<file path="src/rtl/mem_ctrl.sv">
// Byte-serial controller: one 1/2/4-byte access at a time from fetch or load/store to an 8-bit RAM.
// Loads assemble little-endian words; stores emit one byte per cycle; done pulses for one cycle.
module mem_ctrl (
    input  logic        clk,
    input  logic        rst,
    input  logic        rdy,
    input  logic        if_req_i,
    input  logic [31:0] if_addr_i,
    output logic [31:0] if_data_o,
    output logic        if_done_o,
    input  logic        mem_req_i,
    input  logic        mem_we_i,
    input  logic [1:0]  mem_len_i,
    input  logic [31:0] mem_addr_i,
    input  logic [31:0] mem_wdata_i,
    output logic [31:0] mem_data_o,
    output logic        mem_done_o,
    output logic [31:0] ram_addr_o,
    output logic        ram_wr_o,
    output logic [7:0]  ram_dout_o,
    input  logic [7:0]  ram_din_i,
    output logic        busy_o
);
    typedef enum logic [1:0] {IDLE, READ, WRITE, DONE} state_t;

    state_t      state, state_nxt;
    logic [31:0] base;
    logic [31:0] wdata;
    logic [31:0] rdata, rdata_nxt;
    logic [2:0]  cnt;
    logic [2:0]  len;
    logic [2:0]  req_len;
    logic        owner_if;
    logic        accept;

    always_comb begin
        case (mem_len_i)
            2'b00:   req_len = 3'd1;
            2'b01:   req_len = 3'd2;
            default: req_len = 3'd4;
        endcase
    end

    always_comb begin
        state_nxt = state;
        accept    = 1'b0;
        case (state)
            IDLE: begin
                if (mem_req_i || if_req_i) begin
                    accept    = 1'b1;
                    state_nxt = (mem_req_i && mem_we_i) ? WRITE : READ;
                end
            end
            // read data lags the address by a cycle, so READ runs one cycle past the last address
            READ:    if (cnt == len) state_nxt = DONE;
            WRITE:   if (cnt == len - 3'd1) state_nxt = DONE;
            DONE:    state_nxt = IDLE;
            default: state_nxt = IDLE;
        endcase
    end

    // byte cnt-1 arrives on ram_din_i while cnt addresses the next byte
    always_comb begin
        rdata_nxt = rdata;
        case (cnt)
            3'd1:    rdata_nxt[7:0]   = ram_din_i;
            3'd2:    rdata_nxt[15:8]  = ram_din_i;
            3'd3:    rdata_nxt[23:16] = ram_din_i;
            3'd4:    rdata_nxt[31:24] = ram_din_i;
            default: rdata_nxt = rdata;
        endcase
    end

    always_ff @(posedge clk or negedge rst) begin
        if (!rst) begin
            state      <= IDLE;
            base       <= 32'd0;
            wdata      <= 32'd0;
            rdata      <= 32'd0;
            cnt        <= 3'd0;
            len        <= 3'd0;
            owner_if   <= 1'b0;
            if_data_o  <= 32'd0;
            mem_data_o <= 32'd0;
        end else if (rdy) begin
            state <= state_nxt;
            case (state)
                IDLE: begin
                    if (accept) begin
                        base     <= mem_req_i ? mem_addr_i : if_addr_i;
                        len      <= mem_req_i ? req_len : 3'd4;
                        wdata    <= mem_wdata_i;
                        owner_if <= !mem_req_i;
                        cnt      <= 3'd0;
                        rdata    <= 32'd0;
                    end
                end
                READ: begin
                    cnt   <= cnt + 3'd1;
                    rdata <= rdata_nxt;
                    if (cnt == len) begin
                        if (owner_if) if_data_o  <= rdata_nxt;
                        else          mem_data_o <= rdata_nxt;
                    end
                end
                WRITE:   cnt <= cnt + 3'd1;
                default: ;
            endcase
        end
    end

    assign ram_addr_o = base + {29'd0, cnt};
    assign ram_wr_o   = (state == WRITE) && rdy;
    assign ram_dout_o = (state == WRITE) ? wdata[{cnt[1:0], 3'b000} +: 8] : 8'h00;
    assign if_done_o  = (state == DONE) && owner_if;
    assign mem_done_o = (state == DONE) && !owner_if;
    assign busy_o     = (state != IDLE);
endmodule

</file>
<file path="config.mk">
export PLATFORM = sky130hd
export DESIGN_NAME = mem_ctrl
export DESIGN_NICKNAME = d
export VERILOG_FILES = /design/src/rtl/mem_ctrl.sv
export SDC_FILE = /design/constraint.sdc
export NUM_CORES = 1
export LEC_CHECK = 0
export BUFFER_PORTS_ARGS = -buffer_cell sky130_fd_sc_hd__buf_2
export CAP_MARGIN = 5
export CORE_MARGIN = 1.5
export CORE_UTILIZATION = 53
export CTS_CLUSTER_DIAMETER = 60
export DETAILED_ROUTE_END_ITERATION = 8
export GPL_TIMING_DRIVEN = 0
export PLACE_DENSITY_LB_ADDON = 0.15
export SYNTH_ARGS = -nofsm -noshare
export SYNTH_HDL_FRONTEND = slang
export SYNTH_SLANG_ARGS = --single-unit
</file>
<file path="constraint.sdc">
create_clock -name clk -period 2.9 [get_ports clk]
set_input_delay 0.145 -clock clk [delete_from_list [all_inputs] [get_ports clk]]
set_output_delay 0.145 -clock clk [all_outputs]
set_load 0.005 [all_outputs]
</file>
==> impl_metrics.json <==
{
  "yosysTopAreaCellShare": 0.506,
  "seq_area_frac_synth": 0.506,
  "core_region_area_um2": 15300,
  "crit_arrival_ns": 2.61,
  "hold_viol": 0,
  "synthSimpleGateAreaFrac": 0.0814,
  "status": "complete, no violations",
  "crit_type": "flop to output pin",
  "startpoint_type": "flop",
  "drc": 0,
  "num-nets-final": 1041,
  "cts_tree": "yes",
  "path_clk_slew_ns": 0.07,
  "ys_ff_latch": 169,
  "cp_slowest_cell": "dfrtp_1",
  "die_w_um": 129,
  "hold_path.class": "input port to flop",
  "rsz0062_at_grt": "false",
  "row_count": 45,
  "critical_path.endpoint_type": "output pin",
  "port_buffers": 218,
  "synth_nets": 763,
  "synth_top_family_by_area": "multiplexers",
  "synth-edff-count": 0,
  "die_h_um": 129,
  "root_buffer": "clkbuf_16",
  "hold_depth": 3,
  "syn2layout_area_growth_pct": 28.1,
  "r2r-start": "cnt[1]",
  "wl_per_cell_um": 17.5,
  "path_cells": "ha_1, fa_1, a21oi_2, nor4_4, buf_4, nand3_1, xnor2_1, buf_2",
  "drv_cap": 0,
  "rr_endpoint": "if_data_o[24]",
  "r2r_cells": 6,
  "initial_core_util": 0.546,
  "grt_max_degree": 103,
  "clk_path_buf_depth": 2,
  "vias_per_cell": 5.33,
  "htree_levels": 4,
  "cp_max_fo": 10,
  "fin_crit_sh": 0.951,
  "grt_pass1_vias": 6356,
  "layout.cells.non_filler": 1138,
  "dp_hpwl_mm": 14.2,
  "synth.area.mux_share": 0.251,
  "hold_path.startpoint": "if_addr_i[14]",
  "dr.first_iter.drc_count": 220,
  "grtUsageTotal": 0.251,
  "dr.pass1.iters": 4,
  "gp_congestion": 0.831,
  "report.final.slew_viol_count": 0,
  "antenna_cells": 0,
  "post_dp_cell_area_um2": 9750,
  "wl_mm": 20.0,
  "grtUsageMet3": 0.0453,
  "min_period_ns": 2.76,
  "fin_skew_ns": 0.00872,
  "busiest_layer": "met2",
  "vdd_drop_max_mv": 0.501,
  "worstSetupStartpoint": "cnt[0]",
  "antenna_found_initial": 0,
  "synthTopCellsByArea": "dfrtp_1 51%, mux2_2 13%, mux2_4 5.4%, mux2i_1 4.2%, a22o_1 3.4%",
  "worst_pin_slew_ns": 0.656,
  "stdcell_area_um2": 10700,
  "p_leak_nw": 5.49,
  "io_pins": 220,
  "grt_use_met2": 0.448,
  "drtAntennaViolNets": 0,
  "power_mw": 9.88,
  "yosysMostFrequentCell": "dfrtp_1",
  "use_met1": 0.304,
  "reg2reg_setup_slack_ns": 0.35,
  "relSlewSlack": 0.560,
  "via_count": 6070,
  "ys_types": 50,
  "grt_overflow": 0,
  "grt_pass1_wl_mm": 32.0,
  "synthAdderAreaFrac": 0.0233,
  "netlist_instances": 636,
  "max_stage_delay_ns": 0.48,
  "hold_end": "base[14]",
  "synth-main-ff-cell": "dfrtp_1",
  "setup_viol_count_final": 0,
  "cts_buffers": 17,
  "synth_area_per_cell_um2": 13.1,
  "powerDensity_nw_per_um2": 923,
  "synth_xor_area_frac": 0.0383,
  "max_freq_mhz": 363,
  "syn_area_um2": 8360,
  "dp_cells": 1066,
  "required_ns": 2.76,
  "drive_gt1_frac": 0.464,
  "insertion_delay_ns": 0.43,
  "yosys-top-cells-count": "169 x dfrtp_1, 97 x mux2_2, 45 x nand2_1, 36 x o21ai_0, 35 x mux2i_1",
  "ys_warn_count": 0,
  "synth_compound_area_frac": 0.0652,
  "fp.dieArea_um2": 16500,
  "clock-sinks": 169,
  "synth_area_leader_cell": "dfrtp_1",
  "ys_async_sr_fraction": 1.00
}
flip-flops by register name, summed over array words and instances (netlist names):
signal      cells
if_data_o      32
len             3
cnt             3
wdata          32
rdata          32
mem_data_o     32
base           32
state           2
owner_if        1
layer usage:
layer / vias up / share of wire
met2: 166 / 0.51
met1: 3035 / 0.43
met4: 0 / 0.020
li1: 2840 / -
met5: - / 0
met3: 29 / 0.042
worst max path at each step:
stage                           endpoint  slack, ns  depth (start not counted)
final                     ram_addr_o[24]       0.14                          8
after global routing      ram_addr_o[26]       0.03                          8
after CTS                 ram_addr_o[24]       0.05                          7
after detailed placement   if_data_o[24]       0.33                          6
after global placement         wdata[28]      -0.81                          1
after floorplan            if_data_o[24]       0.82                          6
final cells by class:
| type | count | area, µm² |
|---|---|---|
| Fill cell | 1143 | 4600 |
| Tap cell | 211 | 264 |
| Inverter | 12 | 45.0 |
| Sequential cell | 169 | 4230 |
| Clock inverter | 12 | 90.1 |
| Clock buffer | 20 | 467 |
| Buffer | 35 | 250 |
| Multi-Input combinational cell | 420 | 3840 |
| Timing Repair Buffer | 259 | 1530 |
worst max-delay path: cells and delay by family, from the launching register on:
family,cells,cell delay (ns)
buffers and inverters,2,0.35
adders and majority gates,2,0.71
DFF,1,0.48
and+or+nand+nor,2,0.19
AOI/OAI and AO/OA,1,0.29
xor gates and xnor gates,1,0.17
cells by family (layout without fill, tap and decap cells):
family / count (synthesis) / in the layout
buffers and inverters: 47 / 338
AOI/OAI and AO/OA: 79 / 79
and+or+nand+nor: 119 / 119
xor gates and xnor gates: 35 / 35
muxes: 172 / 172
adders and majority gates: 15 / 15
DFF: 169 / 169
what timing repair did:
| action | 4_1_cts | 5_1_grt |
|---|---|---|
| endpoints found under the setup margin | 0 | 8 |
| hold buffers | 39 | 0 |
| endpoints found under the hold margin | 105 | 0 |
| buffers inserted | 0 | 1 |
| gates resized for setup | 0 | 1 |
placed cells by master (no fill, tap or decap), drive strengths merged, types with 3 or more instances in the layout:
cell,instances
dfrtp,169
o21ai,37
nor2,5
mux2,129
nand2,47
and3,6
mux4,8
ha,14
mux2i,35
inv,16
xor2,10
and4,4
nand3,11
a21oi,4
buf,247
clkinv,6
dlygate4sd3,39
clkbuf,28
nand4,14
xnor2,24
a22o,32
nor3,5
nand2b,3
and2,16
per-stage QoR:
step	hold slack (ns)	util	TNS, ns	setup WS (ns)
6_report	0.00161	0.700	0	0.143
5_1_grt	0.00569	0.700	0	0.0254
4_1_cts	0.000927	0.699	0	0.0495
3_5_place_dp	0.138	0.637	0	0.335
3_3_place_gp	0.356	0.634	-134.16	-0.809
2_1_floorplan	-0.151	-	0	0.819
power breakdown:
group / total, mW / internal, mW / switching, mW
logic: 3.82 / 2.11 / 1.71
registers: 3.93 / 3.27 / 0.662
clock network: 2.13 / 1.17 / 0.958
total: 9.88 / 6.56 / 3.33
Power figures use the tool's default switching activity.
